--- src/rtl/mem_arbiter_pkg.sv ---
// mem_pkg: shared state encoding, default sizes and grant encoding for the memory arbiter.
package mem_pkg;
    typedef enum logic [2:0] {IDLE, I_RD, D_WB, D_RD, I_RSP, D_RSP} state_t;
    localparam int MEM_LAT_DEF = 4;
    localparam int LINE_AW = 14;
    localparam int LINE_W = 64;
    localparam logic GNT_I = 1'b0;
    localparam logic GNT_D = 1'b1;
    function automatic logic is_access(state_t s);
        return s inside {I_RD, D_WB, D_RD};
    endfunction
endpackage

--- src/rtl/mem_arbiter_if.sv ---
// mem_arbiter_if: cache-side request/response and memory-side strobe bundle of the arbiter.
interface mem_arbiter_if #(
    parameter int AW = mem_pkg::LINE_AW,
    parameter int LW = mem_pkg::LINE_W
) ();
    logic          i_req;
    logic [AW-1:0] i_addr;
    logic          i_done;
    logic [LW-1:0] i_rdata;
    logic          d_req;
    logic [AW-1:0] d_addr;
    logic          d_dirty;
    logic [AW-1:0] d_wb_addr;
    logic [LW-1:0] d_wdata;
    logic          d_done;
    logic [LW-1:0] d_rdata;
    logic          mem_re;
    logic          mem_we;
    logic [AW-1:0] mem_addr;
    logic [LW-1:0] mem_wdata;
    logic [LW-1:0] mem_rdata;
    logic          busy;
    modport slave (
        input  i_req, i_addr, d_req, d_addr, d_dirty, d_wb_addr, d_wdata, mem_rdata,
        output i_done, i_rdata, d_done, d_rdata, mem_re, mem_we, mem_addr, mem_wdata, busy
    );
    modport master (
        output i_req, i_addr, d_req, d_addr, d_dirty, d_wb_addr, d_wdata, mem_rdata,
        input  i_done, i_rdata, d_done, d_rdata, mem_re, mem_we, mem_addr, mem_wdata, busy
    );
endinterface

--- src/rtl/mem_lat_counter.sv ---
// mem_lat_counter: counts 1..MEM_LAT across a fixed-latency access; start reloads to 1, idle clears.
module mem_lat_counter #(
    parameter int MEM_LAT = 4,
    parameter int CW = 4
) (
    input  logic          clk,
    input  logic          rst,
    input  logic          start,
    input  logic          run,
    output logic [CW-1:0] cnt,
    output logic          last
);
    always_ff @(posedge clk) begin
        if (rst || !(start || run)) cnt <= '0;
        else if (start)             cnt <= CW'(1);
        else                        cnt <= cnt + 1'b1;
    end
    assign last = cnt == CW'(MEM_LAT);
endmodule

--- src/rtl/mem_arbiter.sv ---
// mem_arbiter: shares one fixed-latency memory port between I-cache refills and D-cache writeback+refill.
module mem_arbiter import mem_pkg::*; #(
    parameter int MEM_LAT = MEM_LAT_DEF,
    parameter int AW = LINE_AW,
    parameter int LW = LINE_W
) (
    input logic           clk,
    input logic           rst,
    mem_arbiter_if.slave  bus
);
    state_t        state, nxt;
    logic          last_grant, grant, gnt_d;
    logic [AW-1:0] i_a, d_a, wb_a;
    logic [LW-1:0] wd, i_rd, d_rd;
    logic [3:0]    cnt;
    logic          start, run, last;
    always_comb begin
        nxt = state;
        grant = 1'b0;
        gnt_d = 1'b0;
        case (state)
            IDLE: begin
                grant = bus.i_req || bus.d_req;
                gnt_d = bus.d_req && (!bus.i_req || last_grant == GNT_I);
                nxt = !grant ? IDLE : gnt_d ? (bus.d_dirty ? D_WB : D_RD) : I_RD;
            end
            I_RD:    nxt = last ? I_RSP : I_RD;
            D_WB:    nxt = last ? D_RD : D_WB;
            D_RD:    nxt = last ? D_RSP : D_RD;
            default: nxt = IDLE;
        endcase
    end
    // counter is nonzero exactly while an access is in flight; writeback->refill restarts it
    assign start = is_access(nxt) && (cnt == '0 || last);
    assign run = cnt != '0 && !last;
    mem_lat_counter #(.MEM_LAT(MEM_LAT), .CW(4)) u_cnt (
        .clk(clk), .rst(rst), .start(start), .run(run), .cnt(cnt), .last(last)
    );
    always_ff @(posedge clk) begin
        if (rst) begin
            state <= IDLE;
            last_grant <= GNT_I;
            i_a <= '0;
            d_a <= '0;
            wb_a <= '0;
            wd <= '0;
            i_rd <= '0;
            d_rd <= '0;
        end else begin
            state <= nxt;
            if (grant) begin
                last_grant <= gnt_d ? GNT_D : GNT_I;
                i_a <= bus.i_addr;
                d_a <= bus.d_addr;
                wb_a <= bus.d_wb_addr;
                wd <= bus.d_wdata;
            end
            if (state == I_RD && last) i_rd <= bus.mem_rdata;
            if (state == D_RD && last) d_rd <= bus.mem_rdata;
        end
    end
    assign bus.mem_re = state == I_RD || state == D_RD;
    assign bus.mem_we = state == D_WB;
    assign bus.mem_addr = state == I_RD ? i_a : state == D_RD ? d_a : state == D_WB ? wb_a : '0;
    assign bus.mem_wdata = state == D_WB ? wd : '0;
    assign bus.i_done = state == I_RSP;
    assign bus.d_done = state == D_RSP;
    assign bus.i_rdata = i_rd;
    assign bus.d_rdata = d_rd;
    assign bus.busy = state != IDLE;
endmodule

--- src/flat_wrapper.sv ---
// flat-port wrapper written by rule: the top's interface ports become plain ports
module mem_arbiter_flat import mem_pkg::*;
#(
    parameter int MEM_LAT = MEM_LAT_DEF,
    parameter int AW = LINE_AW,
    parameter int LW = LINE_W
)
  (clk, rst, bus_i_req, bus_i_addr, bus_d_req, bus_d_addr, bus_d_dirty, bus_d_wb_addr, bus_d_wdata, bus_mem_rdata, bus_i_done, bus_i_rdata, bus_d_done, bus_d_rdata, bus_mem_re, bus_mem_we, bus_mem_addr, bus_mem_wdata, bus_busy);
  mem_arbiter_if #(.AW(AW), .LW(LW)) bus_i ();
  input logic clk;
  input logic rst;
  input wire logic [$bits(bus_i.i_req)-1:0] bus_i_req;
  input wire logic [$bits(bus_i.i_addr)-1:0] bus_i_addr;
  input wire logic [$bits(bus_i.d_req)-1:0] bus_d_req;
  input wire logic [$bits(bus_i.d_addr)-1:0] bus_d_addr;
  input wire logic [$bits(bus_i.d_dirty)-1:0] bus_d_dirty;
  input wire logic [$bits(bus_i.d_wb_addr)-1:0] bus_d_wb_addr;
  input wire logic [$bits(bus_i.d_wdata)-1:0] bus_d_wdata;
  input wire logic [$bits(bus_i.mem_rdata)-1:0] bus_mem_rdata;
  output wire logic [$bits(bus_i.i_done)-1:0] bus_i_done;
  output wire logic [$bits(bus_i.i_rdata)-1:0] bus_i_rdata;
  output wire logic [$bits(bus_i.d_done)-1:0] bus_d_done;
  output wire logic [$bits(bus_i.d_rdata)-1:0] bus_d_rdata;
  output wire logic [$bits(bus_i.mem_re)-1:0] bus_mem_re;
  output wire logic [$bits(bus_i.mem_we)-1:0] bus_mem_we;
  output wire logic [$bits(bus_i.mem_addr)-1:0] bus_mem_addr;
  output wire logic [$bits(bus_i.mem_wdata)-1:0] bus_mem_wdata;
  output wire logic [$bits(bus_i.busy)-1:0] bus_busy;
  assign bus_i.i_req = bus_i_req;
  assign bus_i.i_addr = bus_i_addr;
  assign bus_i.d_req = bus_d_req;
  assign bus_i.d_addr = bus_d_addr;
  assign bus_i.d_dirty = bus_d_dirty;
  assign bus_i.d_wb_addr = bus_d_wb_addr;
  assign bus_i.d_wdata = bus_d_wdata;
  assign bus_i.mem_rdata = bus_mem_rdata;
  assign bus_i_done = bus_i.i_done;
  assign bus_i_rdata = bus_i.i_rdata;
  assign bus_d_done = bus_i.d_done;
  assign bus_d_rdata = bus_i.d_rdata;
  assign bus_mem_re = bus_i.mem_re;
  assign bus_mem_we = bus_i.mem_we;
  assign bus_mem_addr = bus_i.mem_addr;
  assign bus_mem_wdata = bus_i.mem_wdata;
  assign bus_busy = bus_i.busy;
  mem_arbiter #(.MEM_LAT(MEM_LAT), .AW(AW), .LW(LW)) u_core (.clk(clk), .rst(rst), .bus(bus_i));
endmodule
--- config.mk ---
export PLATFORM = sky130hd
export DESIGN_NAME = mem_arbiter_flat
export DESIGN_NICKNAME = d
export VERILOG_FILES = /design/src/rtl/mem_arbiter_pkg.sv /design/src/rtl/mem_arbiter_if.sv /design/src/rtl/mem_lat_counter.sv /design/src/rtl/mem_arbiter.sv /design/src/flat_wrapper.sv
export SDC_FILE = /design/constraint.sdc
export NUM_CORES = 1
export LEC_CHECK = 0
export CORE_AREA = 2 2 152 154
export CTS_CLUSTER_DIAMETER = 30
export DETAILED_ROUTE_END_ITERATION = 10
export DIE_AREA = 0 0 154 156
export PLACE_DENSITY = 0.83
export SKIP_LAST_GASP = 1
export SYNTH_ARGS = -nofsm -noshare
export SYNTH_HDL_FRONTEND = slang
export SYNTH_SLANG_ARGS = --single-unit
--- constraint.sdc ---
create_clock -name clk -period 5.3 [get_ports clk]
set_input_delay 0.53 -clock clk [delete_from_list [all_inputs] [get_ports clk]]
set_output_delay 0.53 -clock clk [all_outputs]
set_load 0.05 [all_outputs]
==> results of run 1 <==
==> cell families after synthesis <==
group,count (synthesis),share of synthesized area (%)
adder cells (fa/ha/maj),2,0.238
buffers and inverters,176,6.74
AO/OA/AOI/OAI,491,27.0
XOR/XNOR,1,0.0832
flip-flops,242,46.0
AND/OR/NAND/NOR,335,18.3
multiplexers,16,1.69
==> metal layers <==
metal,up-vias,track usage [%],share of wire (%)
met1,5460,35.4,39
met3,97,7.72,9.2
met4,0,12.7,3.8
li1,5302,-,-
met2,600,48.3,48
met5,-,0,0
==> stage by stage <==
step / hold WS [ns] / util, % / setup slack, ns / instance area, um2 / total power [mW]
4_1_cts: 0.466 / 71.5 / 0.492 / 16000 / 6.16
6_report: 0.465 / 71.5 / 0.967 / 16000 / 6.15
3_3_place_gp: 0.453 / 63.5 / 1.27 / 14200 / 2.88
3_5_place_dp: 0.459 / 63.5 / 1.09 / 14200 / 2.89
5_1_grt: 0.480 / 71.5 / 0.745 / 16000 / 6.34
2_1_floorplan: 0.443 / - / 2.94 / 10500 / 2.57
==> worst min-delay path: stages (launching register included) <==
cell and delay, ns:
dfxtp_1 0.30, o31ai_1 0.06, a21oi_1 0.06
==> flip-flops by register name, indices dropped and copies added (netlist names) <==
name	cells
u_core.bus.i_rdata	64
u_core.wd	64
u_core.bus.d_rdata	64
u_core.state	3
u_core.u_cnt.cnt	4
u_core.wb_a	14
u_core.i_a	14
u_core.last_grant	1
u_core.d_a	14
==> area by class of cell <==
class	count	area, um2
Tap cell	285	357
Sequential cell	242	4850
Multi-Input combinational cell	845	5020
Clock buffer	59	1360
Timing Repair Buffer	400	3970
Fill cell	1699	6360
Inverter	5	21.3
Clock inverter	33	433
==> cells in the final DEF (no fill, tap or decap), drive strengths merged, types with 14 or more instances in the layout <==
| cell | Yosys | layout |
|---|---|---|
| dfxtp | 242 | 242 |
| mux2 | 14 | 14 |
| nand3 | 107 | 107 |
| a21oi | 235 | 235 |
| o31ai | 128 | 128 |
| clkinv | 0 | 14 |
| and2 | 65 | 65 |
| clkdlybuf4s50 | 0 | 384 |
| nor2 | 18 | 18 |
| clkbuf | 127 | 59 |
| buf | 44 | 16 |
| a22oi | 16 | 16 |
| o21ai | 106 | 106 |
| nand4 | 128 | 128 |
==> power breakdown <==
group	leakage [nW]	switching [mW]	internal, mW	total (mW)
clock network	0.861	1.02	2.26	3.28
registers	1.97	0.0635	1.91	1.97
logic	2.58	0.621	0.284	0.905
total	5.41	1.70	4.45	6.15
==> worst paths after layout <==
check,from,to,slack [ns]
max reg2reg,u_core.state[2],u_core.bus.i_rdata[52],2.30
min,u_core.bus.d_rdata[20],u_core.bus.d_rdata[20],0.47
max,u_core.state[1],bus_mem_wdata[18],0.97
min reg2reg,u_core.bus.d_rdata[20],u_core.bus.d_rdata[20],0.47
==> summary.md, run 1 <==
| Metric | Value |
|---|---|
| Outcome | `completed` |
| #FFs+latches synth | `242` |
| Period minus WS final | `4.33 ns` |
| GR Overflow Total | `0` |
| Setup_tns | `0 ns` |
| Worst relative slew slack | `22.3%` |
| Share of cells above drive strength 1 | `8.21%` |
| Finished Layout Cells | `1,869` |
| Total GRT Usage | `29.0%` |
| CP required | `4.77 ns` |
| TritonRoute pass-1 iters | `6` |
| Synth cell count leaders | `242 x dfxtp_1, 235 x a21oi_1, 128 x nand4_1, 128 x o31ai_1, 127 x clkbuf_1` |
| Count leader, synth | `dfxtp_1` |
| I/O Buffers | `385` |
| Hold crit path type | `flop to flop` |
| Worst-path cell chain | `inv_4 -> nor3_4 -> buf_4 -> and2_1 -> clkdlybuf4s50_1` |
| Setup bufs post-CTS | `0` |
| Skew final | `about 0.025 ns` |
| Post-DR wirelength/cell | `20.1 um` |
| Vias in the first global route | `10,800` |
| Critical path launch point type | `flop` |
| Clock latency on the worst-skew pair | `0.53 ns` |
| CTS resizes | `0` |
| Syn avg cell area | `between 8 and 9 um2` |
| Dominant synthesized flop cell | `dfxtp_1` |
| # placed instances | `1,777` |
| Post-synthesis net count | `1,440` |
| Synth cell types | `36` |
| Crit-path max cell delay | `approximately 0.9 ns` |
| CTS Hold Buffers Added | `0` |
| Post-synth EDFFs | `0` |
| DR iter-0 viols | `1,075` |
| Floorplan Core Area | `22,400 um2` |
| Post-synth top area share | `46.0%` |
| Nets | `1,721` |
| Root buf cell | `clkbuf_16` |
| Final period util | `81.8%` |
| Final setup fails | `0` |
| Initial Utilization | `47.1%` |
| Die Area | `24,000 um2` |
| Total CTS buffers | `50` |
| Final Hold Fails | `0` |
| Gpl congestion | `0.864` |
| CP Class | `flop to primary output` |
| CP delay by family, top | `buffers and inverters` |
| CTS Sinks | `about 240` |
| Largest area contributor in the netlist | `dfxtp_1` |
| Seq/Total Area, Yosys | `between 40% and 50%` |
| Critical path depth | `5` |
| Reg2Reg Depth | `4` |
| Worst slew pin tran | `~1.2 ns` |
| Drc violations | `0` |
| N_diodes | `0` |
| Hold Crit Depth | `2` |
| Pwr dens | `385 nW/um2` |
| Largest cells by area after synthesis | `dfxtp_1 46%, a21oi_1 11%, o31ai_1 9.1%, nand4_1 7.6%, nand3_1 5.1%` |
| Drt total wl | `37.5 mm` |
| DP HPWL | `22.5 mm` |
| First-pass GRT wire length | `approximately 57 mm` |
| Vias/cell | `6.13` |
| Crit end category | `primary output` |
| Initial antenna violation count | `0` |
| Die H | `156 um` |
| Crit-path max FO | `64` |
| Synth async-reset ratio | `0%` |
| WP buf/inv | `3` |
| LEAKAGE | `roughly 5.4 nW` |
| CTS tree | `done` |
| Peak VDD IR | `0.000256 V` |
| Die W | `154 um` |
| Final Slew Violations | `0` |
| Max Fclk | `231 MHz` |
| Cell Area, Synth | `10,500 um2` |
| Synthesis-to-layout area growth | `52.0%` |
| Htree depth | `2` |
| Antenna Nets Post-Route | `0` |
| Standard-cell rows | `55` |
| Clock Path Buffers | `3` |
| Largest net degree at the start of global routing | `118` |
| Synth warn | `0` |
| Crit path DAT | `3.80 ns` |
| CP max-delay cell | `nor3_4` |
| Max_cap viols | `0` |
| DR vias | `11,500` |
| Top-Level Pins | `386` |
| Post-Synthesis Cells | `1,263` |
| RSZ-0062 raised after global routing | `false` |
| Clock transition at path regs | `0.05 ns` |
(Power assumes the default switching activity.)
==> run 2, diff against run 1 <==
- CORE_AREA: 2 2 152 154 -> 2 2 156 158
- DIE_AREA: 0 0 154 156 -> 0 0 158 160
- PLACE_DENSITY: 0.83 -> 0.79
- clock period: 5.3 -> 4.1 ns (I/O delays scaled with it)
==> run 2 against run 1 <==
  * Clock skew down 0.0062 ns
  * Setup slack got worse by 0.20 ns
  * Total power rose by 22%
  * Count of clock-buffer cells in the layout is 1 lower
  * Sequential share of layout area grew 0.14 points
  * Die area grew 5.2%
  * Critical path depth unchanged
  * Largest power group unchanged
  * Sequential cell count did not move
  * Non-clock buffer count increased by 9
  * Critical path type unchanged
==> summary.md, run 2 (synthesis results as in run 1) <==
| Metric | Value |
|---|---|
| Clock transition at path regs | `0.05 ns` |
| Post-DR wirelength/cell | `19.6 um` |
| Worst Slack Setup Final | `0.766 ns` |
| Final Hold Fails | `0` |
| Total GRT Usage | `approximately 28%` |
| Initial Utilization | `44.2%` |
| Clock Path Buffers | `3` |
| Drt total wl | `37.4 mm` |
| Hold Slack | `~0.42 ns` |
| Die H | `160 um` |
| CP max-delay cell | `clkdlybuf4s50_1` |
| Min-delay src | `rst` |
| Htree depth | `2` |
| Root buf cell | `clkbuf_16` |
| Standard-cell rows | `57` |
| Antenna Nets Post-Route | `0` |
| CP Class | `flop to primary output` |
| Die Area | `25,300 um2` |
| DR iter-0 viols | `~1,300` |
| Most frequent cells in the layout | `377 x clkdlybuf4s50_1, 241 x dfxtp_1, 235 x a21oi_1` |
| Vias in the first global route | `10,900` |
| Clock latency on the worst-skew pair | `0.53 ns` |
| Pre-CTS WS | `1.34 ns` |
| Die W | `158 um` |
| Crit end category | `primary output` |
| Crit path DAT | `2.92 ns` |
| Total power | `between 7 and 8 mW` |
| Crit-path max cell delay | `about 0.81 ns` |
| Worst relative slew slack | `22.2%` |
| Share of cells above drive strength 1 | `8.76%` |
| I/O Buffers | `385` |
| RSZ-0062 raised after global routing | `false` |
| Total CTS buffers | `50` |
| CTS Sinks | `242` |
| Floorplan Core Area | `approximately 24,000 um2` |
| Max Fclk | `300 MHz` |
| Reg2Reg Launch Point | `u_core.u_cnt.cnt[0]` |
| DP HPWL | `22.7 mm` |
| CTS resizes | `0` |
| Max_cap viols | `0` |
| First-pass GRT wire length | `58.3 mm` |
| Setup_tns | `0 ns` |
| Pwr dens | `~470 nW/um2` |
| Final period util | `about four fifths` |
| DR vias | `11,300` |
| Synthesis-to-layout area growth | `51.3%` |
| Crit path from | `u_core.state[1]` |
| LEAKAGE | `5.40 nW` |
| Final Slew Violations | `0` |
| Drc violations | `0` |
| Top-Level Pins | `between 300 and 400` |
| GR Overflow Total | `0` |
| Period minus WS final | `around 3.3 ns` |
| Critical path launch point type | `flop` |
| Reg2reg end | `u_core.bus.d_rdata[38]` |
| TritonRoute pass-1 iters | `6` |
| Outcome | `completed` |
| Largest net degree at the start of global routing | `between 100 and 150` |
| N_diodes | `0` |
| Reg2Reg Depth | `6` |
| Final setup fails | `0` |
| Vias/cell | `5.94` |
| Gpl congestion | `around 0.81` |
| Nets | `1,730` |
| CTS tree | `done` |
| Commonest non-fill, non-tap cell in the layout | `clkdlybuf4s50_1` |
| Flop-to-flop setup slack | `1.52 ns` |
| Initial antenna violation count | `0` |
| Setup bufs post-CTS | `0` |
| CTS Hold Buffers Added | `0` |
| Final core occ | `66.9%` |
| Peak VDD IR | `0.000374 V` |
| Worst-path cell chain | `inv_4 -> nor3_2 -> buf_4 -> and2_1 -> clkdlybuf4s50_1` |
| Worst slew pin tran | `1.17 ns` |
| Skew final | `between 0.015 and 0.02 ns` |
| Crit-path max FO | `65` |
| CP Capture Point | `bus_mem_wdata[62]` |
| CP required | `3.69 ns` |
| Hold crit path type | `primary input to flop` |
[run 2: cell count changes in the layout (fill, tap and decap cells not counted), sizes merged]
cell,before,now
clkdlybuf4s50,384,377
clkbuf,59,58
bufinv,9,4
buf,16,32
clkinv,14,18
clkinvlp,8,5
inv,7,6
[run 2: worst min path at each step]
stage | depth (start not counted) | endpoint
floorplan | 1 | u_core.last_grant
global placement | 2 | u_core.bus.d_rdata[23]
detailed placement | 2 | u_core.bus.d_rdata[39]
CTS | 3 | u_core.wd[11]
global route | 3 | u_core.wd[63]
finish | 2 | u_core.bus.i_rdata[47]
[run 2: worst max-delay path, delay by kind of cell, from the launching register on]
kind / cells / cell delay, ns
and+or+nand+nor: 2 / 0.39
buffers and inverters: 3 / 1.33
DFF: 1 / 0.64
[run 2: through the flow]
step                      area, um2  cells
final                         15900   1911
after CTS                     15900   1911
after detailed placement      14300   1825
after floorplan               10500   1263
after global placement        14300   1825
after global routing          15900   1911
[run 2: report_power, final]
group,switching (mW),leakage [nW],internal (mW)
Combinational,0.819,2.65,0.379
Clock,1.27,0.785,2.53
Sequential,0.0721,1.97,2.46
[run 2: layout make-up]
| class | instances | area (um2) |
|---|---|---|
| well taps | 324 | 405 |
| clock inverters | 28 | 277 |
| fillers | 1910 | 7890 |
| clock buffers | 58 | 1320 |
| inverters | 5 | 21.3 |
| repair buffers | 409 | 4040 |
| flip-flops and latches | 242 | 4850 |
| multi-input cells | 845 | 5010 |
[run 2: routing by layer]
layer,share of wire [%],up-vias,wire length [um],track usage [%]
met5,0,-,0,0
met4,2.8,0,1050,9.21
met3,9.9,75,3690,9.23
met2,48,529,17900,46.0
met1,40,5434,14800,34.8
li1,-,5305,-,-
